--- config.mk ---
export PLATFORM = sky130hd
export DESIGN_NAME = multicycle_alu
export DESIGN_NICKNAME = d
export VERILOG_FILES = /design/src/rtl/multicycle_alu.sv
export SDC_FILE = /design/constraint.sdc
export NUM_CORES = 1
export LEC_CHECK = 0
export CORE_AREA = 2 2 196 159
export DETAILED_ROUTE_END_ITERATION = 8
export DIE_AREA = 0 0 198 161
export GPL_TIMING_DRIVEN = 0
export PLACE_DENSITY_LB_ADDON = 0.25
export SETUP_SLACK_MARGIN = 0.3
export SKIP_CTS_REPAIR_TIMING = 1
export SLEW_MARGIN = 10
export SYNTH_ARGS = -nofsm -noshare
export SYNTH_HDL_FRONTEND = slang
export SYNTH_SLANG_ARGS = --single-unit
--- constraint.sdc ---
create_clock -name clk -period 5.9 [get_ports clk]
set_input_delay 1.475 -clock clk [delete_from_list [all_inputs] [get_ports clk]]
set_output_delay 1.475 -clock clk [all_outputs]
set_load 0.02 [all_outputs]
--- src/rtl/multicycle_alu.sv ---
`default_nettype none
// ============================================================================
// Module      : multicycle_alu
// Description : Handshaked accumulator-datapath ALU. Logic, add/sub, shift
//               and compare ops complete in one cycle. MUL (shift-add) and
//               DIV (restoring) iterate WIDTH cycles and return a full-width
//               high word. Results and status flags are held until the
//               consumer takes them.
// Revision    : 1.0 - initial release
// ============================================================================
module multicycle_alu #(
    parameter int WIDTH   = 16,
    parameter int SHAMT_W = $clog2(WIDTH)
) (
    input  logic             clk,
    input  logic             reset_n,
    input  logic             in_valid,
    output logic             in_ready,
    input  logic [3:0]       opcode,
    input  logic [WIDTH-1:0] operand1,
    input  logic [WIDTH-1:0] operand2,
    output logic             out_valid,
    input  logic             out_ready,
    output logic [WIDTH-1:0] result,
    output logic [WIDTH-1:0] result_hi,
    output logic             flag_zero,
    output logic             flag_carry,
    output logic             flag_overflow,
    output logic             flag_div0
);

    localparam int CNT_W = $clog2(WIDTH);

    localparam logic [1:0] c_IDLE = 2'd0;
    localparam logic [1:0] c_MUL  = 2'd1;
    localparam logic [1:0] c_DIV  = 2'd2;
    localparam logic [1:0] c_DONE = 2'd3;

    localparam logic [3:0] c_OP_ADD  = 4'h0;
    localparam logic [3:0] c_OP_SUB  = 4'h1;
    localparam logic [3:0] c_OP_MUL  = 4'h2;
    localparam logic [3:0] c_OP_DIV  = 4'h3;
    localparam logic [3:0] c_OP_SHL  = 4'h4;
    localparam logic [3:0] c_OP_SHR  = 4'h5;
    localparam logic [3:0] c_OP_ROL  = 4'h6;
    localparam logic [3:0] c_OP_ROR  = 4'h7;
    localparam logic [3:0] c_OP_AND  = 4'h8;
    localparam logic [3:0] c_OP_OR   = 4'h9;
    localparam logic [3:0] c_OP_XOR  = 4'hA;
    localparam logic [3:0] c_OP_NOR  = 4'hB;
    localparam logic [3:0] c_OP_NAND = 4'hC;
    localparam logic [3:0] c_OP_XNOR = 4'hD;
    localparam logic [3:0] c_OP_GT   = 4'hE;
    localparam logic [3:0] c_OP_EQ   = 4'hF;

    localparam logic [CNT_W-1:0] c_LAST = CNT_W'(WIDTH - 1);

    logic [1:0]       r_state;
    logic [CNT_W-1:0] r_cnt;
    logic [WIDTH-1:0] r_hi;     // partial product high / partial remainder
    logic [WIDTH-1:0] r_lo;     // multiplier shifting out / quotient shifting in
    logic [WIDTH-1:0] r_b;      // latched multiplicand / divisor

    logic             w_accept;
    logic             w_last;
    logic             w_div0;
    logic             w_single;

    // Single-cycle datapath
    logic [WIDTH:0]   w_sum;
    logic [WIDTH:0]   w_diff;
    logic [WIDTH:0]   w_shl;
    logic [WIDTH:0]   w_shr;
    logic [WIDTH-1:0] w_rol;
    logic [WIDTH-1:0] w_ror;
    logic [SHAMT_W-1:0] w_n;
    logic [SHAMT_W-1:0] w_rot_n;
    logic [WIDTH-1:0] w_res;
    logic             w_carry;
    logic             w_ovf;

    // Iterative datapath, next-step values
    logic [WIDTH:0]   w_mul_sum;
    logic [WIDTH-1:0] w_mul_hi_nx;
    logic [WIDTH-1:0] w_mul_lo_nx;
    logic [WIDTH:0]   w_rem_sh;
    logic [WIDTH:0]   w_rem_sub;
    logic             w_q_bit;
    logic [WIDTH-1:0] w_div_hi_nx;
    logic [WIDTH-1:0] w_div_lo_nx;

    // Ready is forced low while reset is asserted so no output reads 1 in reset.
    assign in_ready  = (r_state == c_IDLE) & reset_n;
    assign out_valid = (r_state == c_DONE);

    assign w_accept = in_valid && (r_state == c_IDLE);
    assign w_last   = (r_cnt == c_LAST);
    assign w_div0   = (opcode == c_OP_DIV) && (operand2 == '0);
    assign w_single = (opcode != c_OP_MUL) && (opcode != c_OP_DIV);

    assign w_sum   = {1'b0, operand1} + {1'b0, operand2};
    assign w_diff  = {1'b0, operand1} - {1'b0, operand2};
    assign w_n     = operand2[SHAMT_W-1:0];
    assign w_rot_n = SHAMT_W'(int'(w_n) % WIDTH);
    // Extra bit on the shifted-out side captures the last bit that left.
    assign w_shl   = {1'b0, operand1} << w_n;
    assign w_shr   = {operand1, 1'b0} >> w_n;
    // A shift by WIDTH yields zero, so a zero rotate reduces to pass-through.
    assign w_rol   = (operand1 << w_rot_n) | (operand1 >> (WIDTH - int'(w_rot_n)));
    assign w_ror   = (operand1 >> w_rot_n) | (operand1 << (WIDTH - int'(w_rot_n)));

    // Shift-add step: add multiplicand when the multiplier LSB is set, then shift right.
    assign w_mul_sum   = {1'b0, r_hi} + (r_lo[0] ? {1'b0, r_b} : '0);
    assign w_mul_hi_nx = w_mul_sum[WIDTH:1];
    assign w_mul_lo_nx = {w_mul_sum[0], r_lo[WIDTH-1:1]};

    // Restoring step: bring down next dividend bit, keep the subtraction if no borrow.
    assign w_rem_sh    = {r_hi, r_lo[WIDTH-1]};
    assign w_rem_sub   = w_rem_sh - {1'b0, r_b};
    assign w_q_bit     = ~w_rem_sub[WIDTH];
    assign w_div_hi_nx = w_q_bit ? w_rem_sub[WIDTH-1:0] : w_rem_sh[WIDTH-1:0];
    assign w_div_lo_nx = {r_lo[WIDTH-2:0], w_q_bit};

    // Single-cycle result and flag selection by opcode
    always_comb begin
        w_res   = '0;
        w_carry = 1'b0;
        w_ovf   = 1'b0;
        case (opcode)
            c_OP_ADD: begin
                w_res   = w_sum[WIDTH-1:0];
                w_carry = w_sum[WIDTH];
                w_ovf   = (operand1[WIDTH-1] == operand2[WIDTH-1]) &&
                          (w_sum[WIDTH-1] != operand1[WIDTH-1]);
            end
            c_OP_SUB: begin
                w_res   = w_diff[WIDTH-1:0];
                w_carry = w_diff[WIDTH];
                w_ovf   = (operand1[WIDTH-1] != operand2[WIDTH-1]) &&
                          (w_diff[WIDTH-1] != operand1[WIDTH-1]);
            end
            c_OP_SHL: begin
                w_res   = w_shl[WIDTH-1:0];
                w_carry = w_shl[WIDTH];
            end
            c_OP_SHR: begin
                w_res   = w_shr[WIDTH:1];
                w_carry = w_shr[0];
            end
            c_OP_ROL:  w_res = w_rol;
            c_OP_ROR:  w_res = w_ror;
            c_OP_AND:  w_res = operand1 & operand2;
            c_OP_OR:   w_res = operand1 | operand2;
            c_OP_XOR:  w_res = operand1 ^ operand2;
            c_OP_NOR:  w_res = ~(operand1 | operand2);
            c_OP_NAND: w_res = ~(operand1 & operand2);
            c_OP_XNOR: w_res = ~(operand1 ^ operand2);
            c_OP_GT:   w_res = {{(WIDTH-1){1'b0}}, (operand1 > operand2)};
            c_OP_EQ:   w_res = {{(WIDTH-1){1'b0}}, (operand1 == operand2)};
            default:   w_res = '0;
        endcase
    end

    // Control FSM and iterative MUL/DIV working registers
    always_ff @(posedge clk or negedge reset_n) begin
        if (!reset_n) begin
            r_state <= c_IDLE;
            r_cnt   <= '0;
            r_hi    <= '0;
            r_lo    <= '0;
            r_b     <= '0;
        end else begin
            case (r_state)
                c_IDLE: begin
                    if (w_accept) begin
                        r_b   <= operand2;
                        r_hi  <= '0;
                        r_lo  <= operand1;
                        r_cnt <= '0;
                        if (opcode == c_OP_MUL) begin
                            r_state <= c_MUL;
                        end else if ((opcode == c_OP_DIV) && !w_div0) begin
                            r_state <= c_DIV;
                        end else begin
                            r_state <= c_DONE;
                        end
                    end
                end
                c_MUL: begin
                    r_hi  <= w_mul_hi_nx;
                    r_lo  <= w_mul_lo_nx;
                    r_cnt <= r_cnt + 1'b1;
                    if (w_last) begin
                        r_state <= c_DONE;
                    end
                end
                c_DIV: begin
                    r_hi  <= w_div_hi_nx;
                    r_lo  <= w_div_lo_nx;
                    r_cnt <= r_cnt + 1'b1;
                    if (w_last) begin
                        r_state <= c_DONE;
                    end
                end
                c_DONE: begin
                    if (out_ready) begin
                        r_state <= c_IDLE;
                    end
                end
                default: r_state <= c_IDLE;
            endcase
        end
    end

    // Result/flag registers: loaded once when the operation completes, then held
    always_ff @(posedge clk or negedge reset_n) begin
        if (!reset_n) begin
            result        <= '0;
            result_hi     <= '0;
            flag_zero     <= 1'b0;
            flag_carry    <= 1'b0;
            flag_overflow <= 1'b0;
            flag_div0     <= 1'b0;
        end else begin
            case (r_state)
                c_IDLE: begin
                    if (w_accept && w_div0) begin
                        result        <= '1;
                        result_hi     <= operand1;
                        flag_zero     <= 1'b0;
                        flag_carry    <= 1'b0;
                        flag_overflow <= 1'b0;
                        flag_div0     <= 1'b1;
                    end else if (w_accept && w_single) begin
                        result        <= w_res;
                        result_hi     <= '0;
                        flag_zero     <= (w_res == '0);
                        flag_carry    <= w_carry;
                        flag_overflow <= w_ovf;
                        flag_div0     <= 1'b0;
                    end
                end
                c_MUL: begin
                    if (w_last) begin
                        result        <= w_mul_lo_nx;
                        result_hi     <= w_mul_hi_nx;
                        flag_zero     <= (w_mul_lo_nx == '0);
                        flag_carry    <= (w_mul_hi_nx != '0);
                        flag_overflow <= 1'b0;
                        flag_div0     <= 1'b0;
                    end
                end
                c_DIV: begin
                    if (w_last) begin
                        result        <= w_div_lo_nx;
                        result_hi     <= w_div_hi_nx;
                        flag_zero     <= (w_div_lo_nx == '0);
                        flag_carry    <= 1'b0;
                        flag_overflow <= 1'b0;
                        flag_div0     <= 1'b0;
                    end
                end
                default: ;
            endcase
        end
    end

endmodule
`default_nettype wire

After elaboration in Yosys (flattened, before gate mapping)
Index checks and enable logic that the tools add are counted.
- register bits: 90
- input port bits: 40
- output and inout bits: 38
- word-level logic and storage cells: 134
- $add $sub $neg: 6
- order comparisons: 1
- equal/unequal tests: 32
- shifts and indexed selects: 6
- multiplexer cells: 43
- bitwise gates (word level): 10
- reductions and logical operators: 25
- operators by type and width (kind ; count):
    $pmux 16 s14 ; 1
    $mux 16 ; 12
    $pmux 16 s3 ; 4
    $logic_not 16->1 ; 4
    $not 16->16 ; 3
    $or 16x16->16 ; 3
    $eq 4x4->1 const B ; 9
    $add 16x16->17 ; 2
    $shl 16x32->16 ; 1
    $shr 16x32->16 ; 1
    $shl 16x4->17 ; 1
    $shr 17x4->17 ; 1
    $sub 16x16->17 ; 1
    $sub 17x16->17 ; 1
    $and 16x16->16 ; 1
    $eq 16x16->1 ; 1
    $eq 4x3->1 const B ; 4
    $gt 16x16->1 ; 1
    $reduce_bool 16->1 ; 1
    $shl 16x4->16 ; 1
    $shr 16x4->16 ; 1
    $xor 16x16->16 ; 1
    $mux 1 ; 13
    $eq 4x2->1 const B ; 2
    30 further kinds ; 53

Depth between registers and ports, before layout
Gate-level depths: netlist of run 1.
- word-level depth: 8
- mapped depth: 18
- mapped depth without buffers: 14

Least setup slack after synthesis of run 1
No wires, ideal clock.
- path type: input to register
- start point: input port operand2[1]
- end point: register flag_zero
- library setup time: 0.076 ns
- arrival time: 5.015 ns
- data required time: 5.824 ns
- path slack: 0.808 ns
- stages: 16
- buffers on the path: 5
- path through: buf_4 -> clkinv_1 -> buf_1 -> buf_1 -> ha_1 -> or3b_1 -> clkbuf_1 -> nand4b_1 -> or4_1 -> clkbuf_1 -> o21bai_1 -> o21a_1 -> o21ai_0 -> nor4_1 -> nand4_1 -> o21ai_1
- longest elaborated chain between the ends: 8
- elaborated cells between the ends (all ways): 29
- those cells by class: add/sub: 3; order compare: 1; eq/ne: 2; shift: 6; mux: 4; bitwise: 8; reduce/logical: 5
- ends and longest elaborated chain (item ; line ; text):
    start: declaration ; 21 ; input logic [WIDTH-1:0] operand2,
    $sub 5x4->6 ; 109, 110 ;
    $shl 16x32->16 / $shr 16x32->16 (equally long branches) ; 110, 109 ;
    $or 16x16->16, on equally long branches ; 110, 109 ;
    $pmux 16 s14 ; 129 ; case (opcode)
    $logic_not 16->1 ; 237 ; flag_zero <= (w_res == '0);
    $mux 1 ; 234 ; end else if (w_accept && w_single) begin
    $mux 1 ; 227 ; if (w_accept && w_div0) begin
    $pmux 1 s3 ; 225 ; case (r_state)
    end signal: assignment ; 237 ;
    end signal: assignment ; 247 ; flag_zero <= (w_mul_lo_nx == '0);
    end signal: assignment ; 257 ; flag_zero <= (w_div_lo_nx == '0);
    end: declaration ; 26 ; output logic flag_zero,
Several ways; a longest one is shown, not always the timed one. The select of a mux whose other input is x is not followed.
A chain may end at the register's enable or synchronous reset.

Worst setup path in the final report of run 1
- start point: input port operand1[4]
- end point: register flag_zero
- longest elaborated chain between the ends: 7
- elaborated cells between the ends (all ways): 23
- those cells by class: add/sub: 2; order compare: 1; eq/ne: 1; shift: 6; mux: 4; bitwise: 8; reduce/logical: 1
- ends and longest elaborated chain (item ; line ; text):
    start: declaration ; 20 ; input logic [WIDTH-1:0] operand1,
    branches (longest 2 deep; another with $sub 16x16->17) ; n/a ;
    $pmux 16 s14 (*) ; 129 ;
    $logic_not 16->1 (*) ; 237 ;
    $mux 1 (*) ; 234 ;
    $mux 1 (*) ; 227 ;
    $pmux 1 s3 (*) ; 225 ;
Every way passes the cells marked *. The select of a mux whose other input is x is not followed.

==> summary.txt, run 1 <==
Max cap viols -> 0
Pre-Repair DR Iteration Count -> 9
Register-to-Register Path Depth -> 15
Area of placed instances -> 13200 µm²
Chip Width -> 198 µm
Reg clk slew, reported paths -> 0.07 ns
Port Buf Inserts -> 75
Peak Freq -> 179 MHz
Peak fanout along the critical path -> 10
Antenna-violating nets left -> 0
Post-synth EDFFs -> 0
Initial antenna violation count -> 3
HP Start -> r_b[7]
Area delta synth->final -> 17.5%
Status -> finished, final reports clean
Pin count of the biggest net entering global routing -> 56
Tcrit/Tclk final -> 94.9%
CP required -> 6.19 ns
Syn avg cell area -> 7.64 µm²
Share of cells above drive strength 1 -> 11.6%
Num CTS Buffers -> 9
Via Count -> 13700
Crit path time final -> 5.60 ns
CTS root buffer -> clkbuf_16
Static leakage -> 5.94 nW
H-Tree Depth -> 3
Worst reg2reg startpoint -> r_lo[15]
Hold Vio Cnt, Final -> 0
Fin. max-slew vios -> 0
Top FF cell, synth -> dfrtp_1
Final Cell Area -> 13900 µm²
Post-synthesis sequential area ratio -> 19.0%
Crit. End Element -> register
Worst vdd ir -> 0.000244 V
DRT Wirelength -> 59.4 mm
Max_slew headroom -> 12.2%
RSZ-0062 raised after global routing -> false
Via density -> 6.58
RR Endpoint -> result_hi[7]
Final setup fails -> 0
First-pass GRT wire length -> 85.9 mm
CTS tree -> done
Starting density of the core -> 39.5%
Dpl ws -> -1.75 ns
WL per Instance -> 28.6 µm
Crit Path Class -> in2reg
Syn Nets -> 1686
Gr usage total -> 36.9%
Row cnt -> 57
Final TNS setup -> 0 ns
Setup crit start -> operand1[4]
Distinct cells, synth -> 85
Final Skew -> 0.0109 ns
Initial DRC count -> 2146
Asr flop ratio synth -> 100%
Nets -> 1788
Top Ports -> 78
Routability congestion estimate -> 1.02
Pwr per Cell Area -> 367 nW/µm²
Die area -> 31900 µm²
Total gr overflow -> 0
Worst-Skew Late Latency -> 0.36 ns
Hold Path Sink -> r_b[7]
Flops & latches, synth -> 90
Core ar. -> 30000 µm²
Final worst slack -> 0.299 ns
Synthesis Warnings -> 0
Post-Syn Area -> 11900 µm²
Hold depth -> 2
CTS max path bufs -> 2
Mapped Cells -> 1553
CP Launch Type -> input port
Post-DP HPWL -> 46.2 mm
Clock sinks -> 90
DR DRC count -> 0
Chip height -> 161 µm
Slew @ Worst Pin -> 1.28 ns
Reg2reg setup slack -> 1.78 ns
Min Hold Slack -> 0.481 ns
Worst endpoint data arrival time -> 5.89 ns
Vias in the first global route -> 12500
Worst hold path class -> reg2reg
## cells in the final DEF (no fill, tap or decap), types with 46 or more instances in the layout
cell type,count
dfrtp_1,90
clkbuf_1,57
clkdlybuf4s50_1,61
mux2i_1,46
a21oi_1,133
nand2_1,162
inv_1,73
nor2_1,188
o21ai_0,107
ha_1,88
## per-stage QoR
stage | instances | power, mW | util (%)
after floorplan | 1553 | 3.18 | -
after global placement | 2041 | 4.30 | 43.7
after detailed placement | 2043 | 4.32 | 43.8
after CTS | 2059 | 4.96 | 44.8
after global routing | 2073 | 5.43 | 46.4
final | 2074 | 5.11 | 46.4
## cells in the mapped netlist (15+ instances only)
cell type	n	area, µm²
nand3_1	24	120
dfrtp_1	90	2250
a21oi_1	137	686
nand2_1	162	608
inv_1	75	282
o21ai_0	109	546
o211ai_1	15	113
a31oi_1	23	144
nor2_1	189	709
buf_2	22	110
or3_1	15	93.8
a211oi_1	24	180
mux2i_1	47	470
nor2b_1	22	138
xnor2_1	35	307
mux4_2	38	856
ha_1	89	1110
o22ai_1	21	131
xor2_1	20	175
nor3_1	26	130
clkbuf_1	84	315
mux2_2	16	180
a22oi_1	16	120
## layer usage
layer	up-vias	part of all wire, %	GRT usage, %
li1	5896	-	-
met1	6596	43	55.3
met2	987	39	50.3
met3	172	15	12.0
met4	0	3.6	9.74
met5	-	0	0
## where the power goes
group / internal (mW) / leakage (nW) / total (mW) / switching [mW]
clock network: 0.337 / 0.150 / 0.623 / 0.286
registers: 0.891 / 1.14 / 1.09 / 0.202
logic: 1.24 / 4.65 / 3.39 / 2.15
total: 2.47 / 5.94 / 5.11 / 2.64
## cell type report
cell class / instances / area (µm²)
clock inverter: 7 / 82.6
antenna: 1 / 2.50
inverter: 78 / 308
multi-input combinational: 1263 / 9010
sequential: 90 / 2250
fill: 3057 / 16100
buffer: 122 / 599
timing repair buffer: 91 / 928
tap: 413 / 517
clock buffer: 9 / 225
## worst max-delay path, cell delays in order
cell and delay [ns]:
dlymetal6s2s_1 0.47, clkbuf_2 0.49, inv_1 0.25, ha_1 0.40, buf_2 0.26, inv_1 0.13
a21oi_1 0.30, o311ai_2 0.23, a21oi_1 0.34, o221ai_1 0.33, a2111oi_4 0.55, nand4_1 0.16
nor4_1 0.21, nand4_1 0.12, o21ai_1 0.14
## flip-flops by register name (all words and copies together), names as in the netlist
signal and cells:
result 16, flag_overflow 1, r_cnt 4, result_hi 16, flag_div0 1, flag_zero 1, r_hi 16, flag_carry 1
r_state 2, r_b 16, r_lo 16
## logic make-up after synthesis
group,Yosys count,share of synthesized area [%]
AOI/OAI and AO/OA,502,27.7
adders and majority gates,93,10.1
and+or+nand+nor,510,19.4
muxes,103,13.1
buffers and inverters,200,6.75
xor gates and xnor gates,55,4.06
DFF,90,19.0
## worst max-delay path by stage
stage,depth (start not counted),slack (ns),to
floorplan,16,0.81,flag_zero
global placement,16,-2.07,result[11]
detailed placement,16,-1.75,flag_zero
CTS,16,-1.37,flag_zero
global route,16,0.29,flag_zero
finish,15,0.30,flag_zero
Power figures use the tool's default switching activity.
==> run 2, diff against run 1 <==
--- a/config.mk
+++ b/config.mk
@@ -5,6 +5,8 @@
 export SDC_FILE = /design/constraint.sdc
 export NUM_CORES = 1
 export LEC_CHECK = 0
+export CELL_PAD_IN_SITES_DETAIL_PLACEMENT = 1
+export CELL_PAD_IN_SITES_GLOBAL_PLACEMENT = 1
 export CORE_AREA = 2 2 196 159
 export DETAILED_ROUTE_END_ITERATION = 8
 export DIE_AREA = 0 0 198 161
==> run 2 against run 1 <==
Clock skew grew 0.00073 ns. Sequential power is essentially flat. Maximum frequency shrank 1.3%. Combinational power grew 2%. Critical endpoint unchanged. Largest power group unchanged. Final cell count shrank 0.14%. Sequential share of layout area grew 0.13 points. Count of clock-buffer cells in the layout grew 2.
==> summary.txt, run 2 (synthesis results as in run 1) <==
Part of the power in the clock network -> 11.4% (was 12.2%)
Commonest non-fill, non-tap cell in the layout -> nor2_1 (unchanged)
Commonest cells after routing, fill and taps aside -> nor2_1, nand2_1, a21oi_1 (unchanged)
DR DRC count -> 0 (unchanged)
Chip height -> 161 µm (unchanged)
Antenna-violating nets left -> 0 (unchanged)
Comb power frac -> 67.1% (was 66.4%)
Reg clk slew, reported paths -> 0.07 ns (about the same)
H-Tree Depth -> 3 (unchanged)
Peak fanout along the critical path -> 10 (unchanged)
CP max stage cell -> clkdlybuf4s50_1 (was a2111oi_4)
Crit. End Element -> register (unchanged)
Initial antenna violation count -> 0 (was 3)
RSZ-0062 raised after global routing -> true (was false)
Final setup fails -> 0 (unchanged)
Post-DP HPWL -> 47.9 mm (was 46.2 mm)
Tcrit/Tclk final -> 96.2% (was 94.9%)
WL per Instance -> 29.6 µm (was 28.6 µm)
Peak Freq -> 176 MHz (was 179 MHz)
Chip Width -> 198 µm (unchanged)
CTS root buffer -> clkbuf_16 (unchanged)
Area of placed instances -> 13200 µm² (about the same)
CTS tree -> done (unchanged)
CP Launch Type -> input port (unchanged)
Switching power total -> 2.70 mW (was 2.64 mW)
Crit Path Class -> in2reg (unchanged)
Final Cell Area -> 13800 µm² (was 13900 µm²)
Share of cells above drive strength 1 -> 11.3% (was 11.6%)
Pwr per Cell Area -> 372 nW/µm² (was 367 nW/µm²)
Num CTS Buffers -> 9 (unchanged)
Static leakage -> 5.87 nW (was 5.94 nW)
Worst-Skew Late Latency -> 0.37 ns (was 0.36 ns)
Port Buf Inserts -> 75 (unchanged)
Core ar. -> 30000 µm² (unchanged)
Routability congestion estimate -> 1.02 (about the same)
CP required -> 6.19 ns (about the same)
Nets -> 1786 (was 1788)
Vias in the first global route -> 13500 (was 12500)
Pre-Repair DR Iteration Count -> 6 (was 9)
Slew @ Worst Pin -> 1.20 ns (was 1.28 ns)
Internal power -> 2.43 mW (was 2.47 mW)
CTS max path bufs -> 2 (unchanged)
Slowest Stage Delay on Critical Path -> 0.84 ns (was 0.55 ns)
Initial DRC count -> 1627 (was 2146)
Worst vdd ir -> 0.000264 V (was 0.000244 V)
Total design power -> 5.14 mW (was 5.11 mW)
Pin count of the biggest net entering global routing -> 51 (was 56)
Row cnt -> 57 (unchanged)
Crit path time final -> 5.68 ns (was 5.60 ns)
Final Skew -> 0.0116 ns (was 0.0109 ns)
Starting density of the core -> 39.5% (unchanged)
Area delta synth->final -> 16.5% (was 17.5%)
Via density -> 6.60 (was 6.58)
Top Ports -> 78 (unchanged)
Status -> finished, final reports clean (unchanged)
Sw frac -> 52.6% (was 51.6%)
Fin. max-slew vios -> 0 (unchanged)
Max cap viols -> 0 (unchanged)
Die area -> 31900 µm² (unchanged)
Critical Path, Cell by Cell -> clkdlybuf4s50_1 > clkbuf_2 > inv_1 > ha_1 > inv_1 > nor2_1 > o21a_1 > a41o_1 > o41a_1 > a41o_1 > o32ai_2 > nand2_1 > or3_1 > o21ai_1 (was dlymetal6s2s_1 > clkbuf_2 > inv_1 > ha_1 > buf_2 > inv_1 > a21oi_1 > o311ai_2 > a21oi_1 > o221ai_1 > a2111oi_4 > nand4_1 > nor4_1 > nand4_1 > o21ai_1)
First-pass GRT wire length -> 89.9 mm (was 85.9 mm)
Total gr overflow -> 0 (unchanged)
Gr usage total -> 38.3% (was 36.9%)
Via Count -> 13700 (about the same)
Sequential group share of total power -> 21.5% (was 21.4%)
Max_slew headroom -> 20.0% (was 12.2%)
Final TNS setup -> 0 ns (unchanged)
Worst endpoint data arrival time -> 5.97 ns (was 5.89 ns)
N_diodes -> 0 (was 1)
DRT Wirelength -> 61.2 mm (was 59.4 mm)
Worst hold path class -> reg2reg (unchanged)
Hold Vio Cnt, Final -> 0 (unchanged)
Clock sinks -> 90 (unchanged)
run 2: final cells by class:
class | count | area [µm²]
fill | 3709 | 16200
sequential | 90 | 2250
clock buffer | 11 | 243
tap | 413 | 517
multi-input combinational | 1263 | 8960
buffer | 122 | 608
timing repair buffer | 89 | 886
inverter | 78 | 304
clock inverter | 5 | 43.8
run 2: power groups by stage:
stage	combinational [mW]	clock (mW)	sequential [mW]
2_1_floorplan	1.99	0	1.19
5_1_grt	3.72	0.618	1.13
4_1_cts	3.33	0.595	1.10
3_3_place_gp	3.22	0	1.10
3_5_place_dp	3.30	0	1.11
6_report	3.45	0.585	1.10
run 2: worst max-delay path: cells and delay by family:
| family | cells | cell delay, ns |
|---|---|---|
| AOI/OAI and AO/OA | 6 | 1.69 |
| adders and majority gates | 1 | 0.46 |
| buffers and inverters | 4 | 1.68 |
| and+or+nand+nor | 3 | 0.65 |
run 2: per-layer routing:
layer	vias to the layer above	wire length, µm	global-route usage, %
li1	5870	-	-
met4	2	1690	10.9
met5	-	75	0
met1	6850	26600	56.7
met3	136	7950	10.8
met2	811	24900	53.7
run 2: worst paths after layout:
check                       startpoint       endpoint  slack [ns]  cells after the start
max                        operand1[9]      flag_zero        0.22                     14
min                            r_b[14]        r_b[14]        0.48                      2
max reg2reg                    r_lo[0]  result_hi[14]        1.67                     14
min reg2reg                    r_b[14]        r_b[14]        0.48                      2
max in group asynchronous      reset_n     result[11]        4.07                      2
min in group asynchronous      reset_n       r_hi[10]        1.11                      1
run 2: through the flow:
step | hold slack, ns | cells | worst slack, ns | utilization [%]
6_report | 0.482 | 2071 | 0.225 | 46.0
5_1_grt | 0.512 | 2071 | 0.176 | 46.0
4_1_cts | 0.485 | 2060 | -1.38 | 44.8
3_5_place_dp | 0.471 | 2044 | -1.74 | 43.8
3_3_place_gp | 0.467 | 2041 | -2.20 | 43.7
2_1_floorplan | 0.450 | 1553 | 0.808 | -
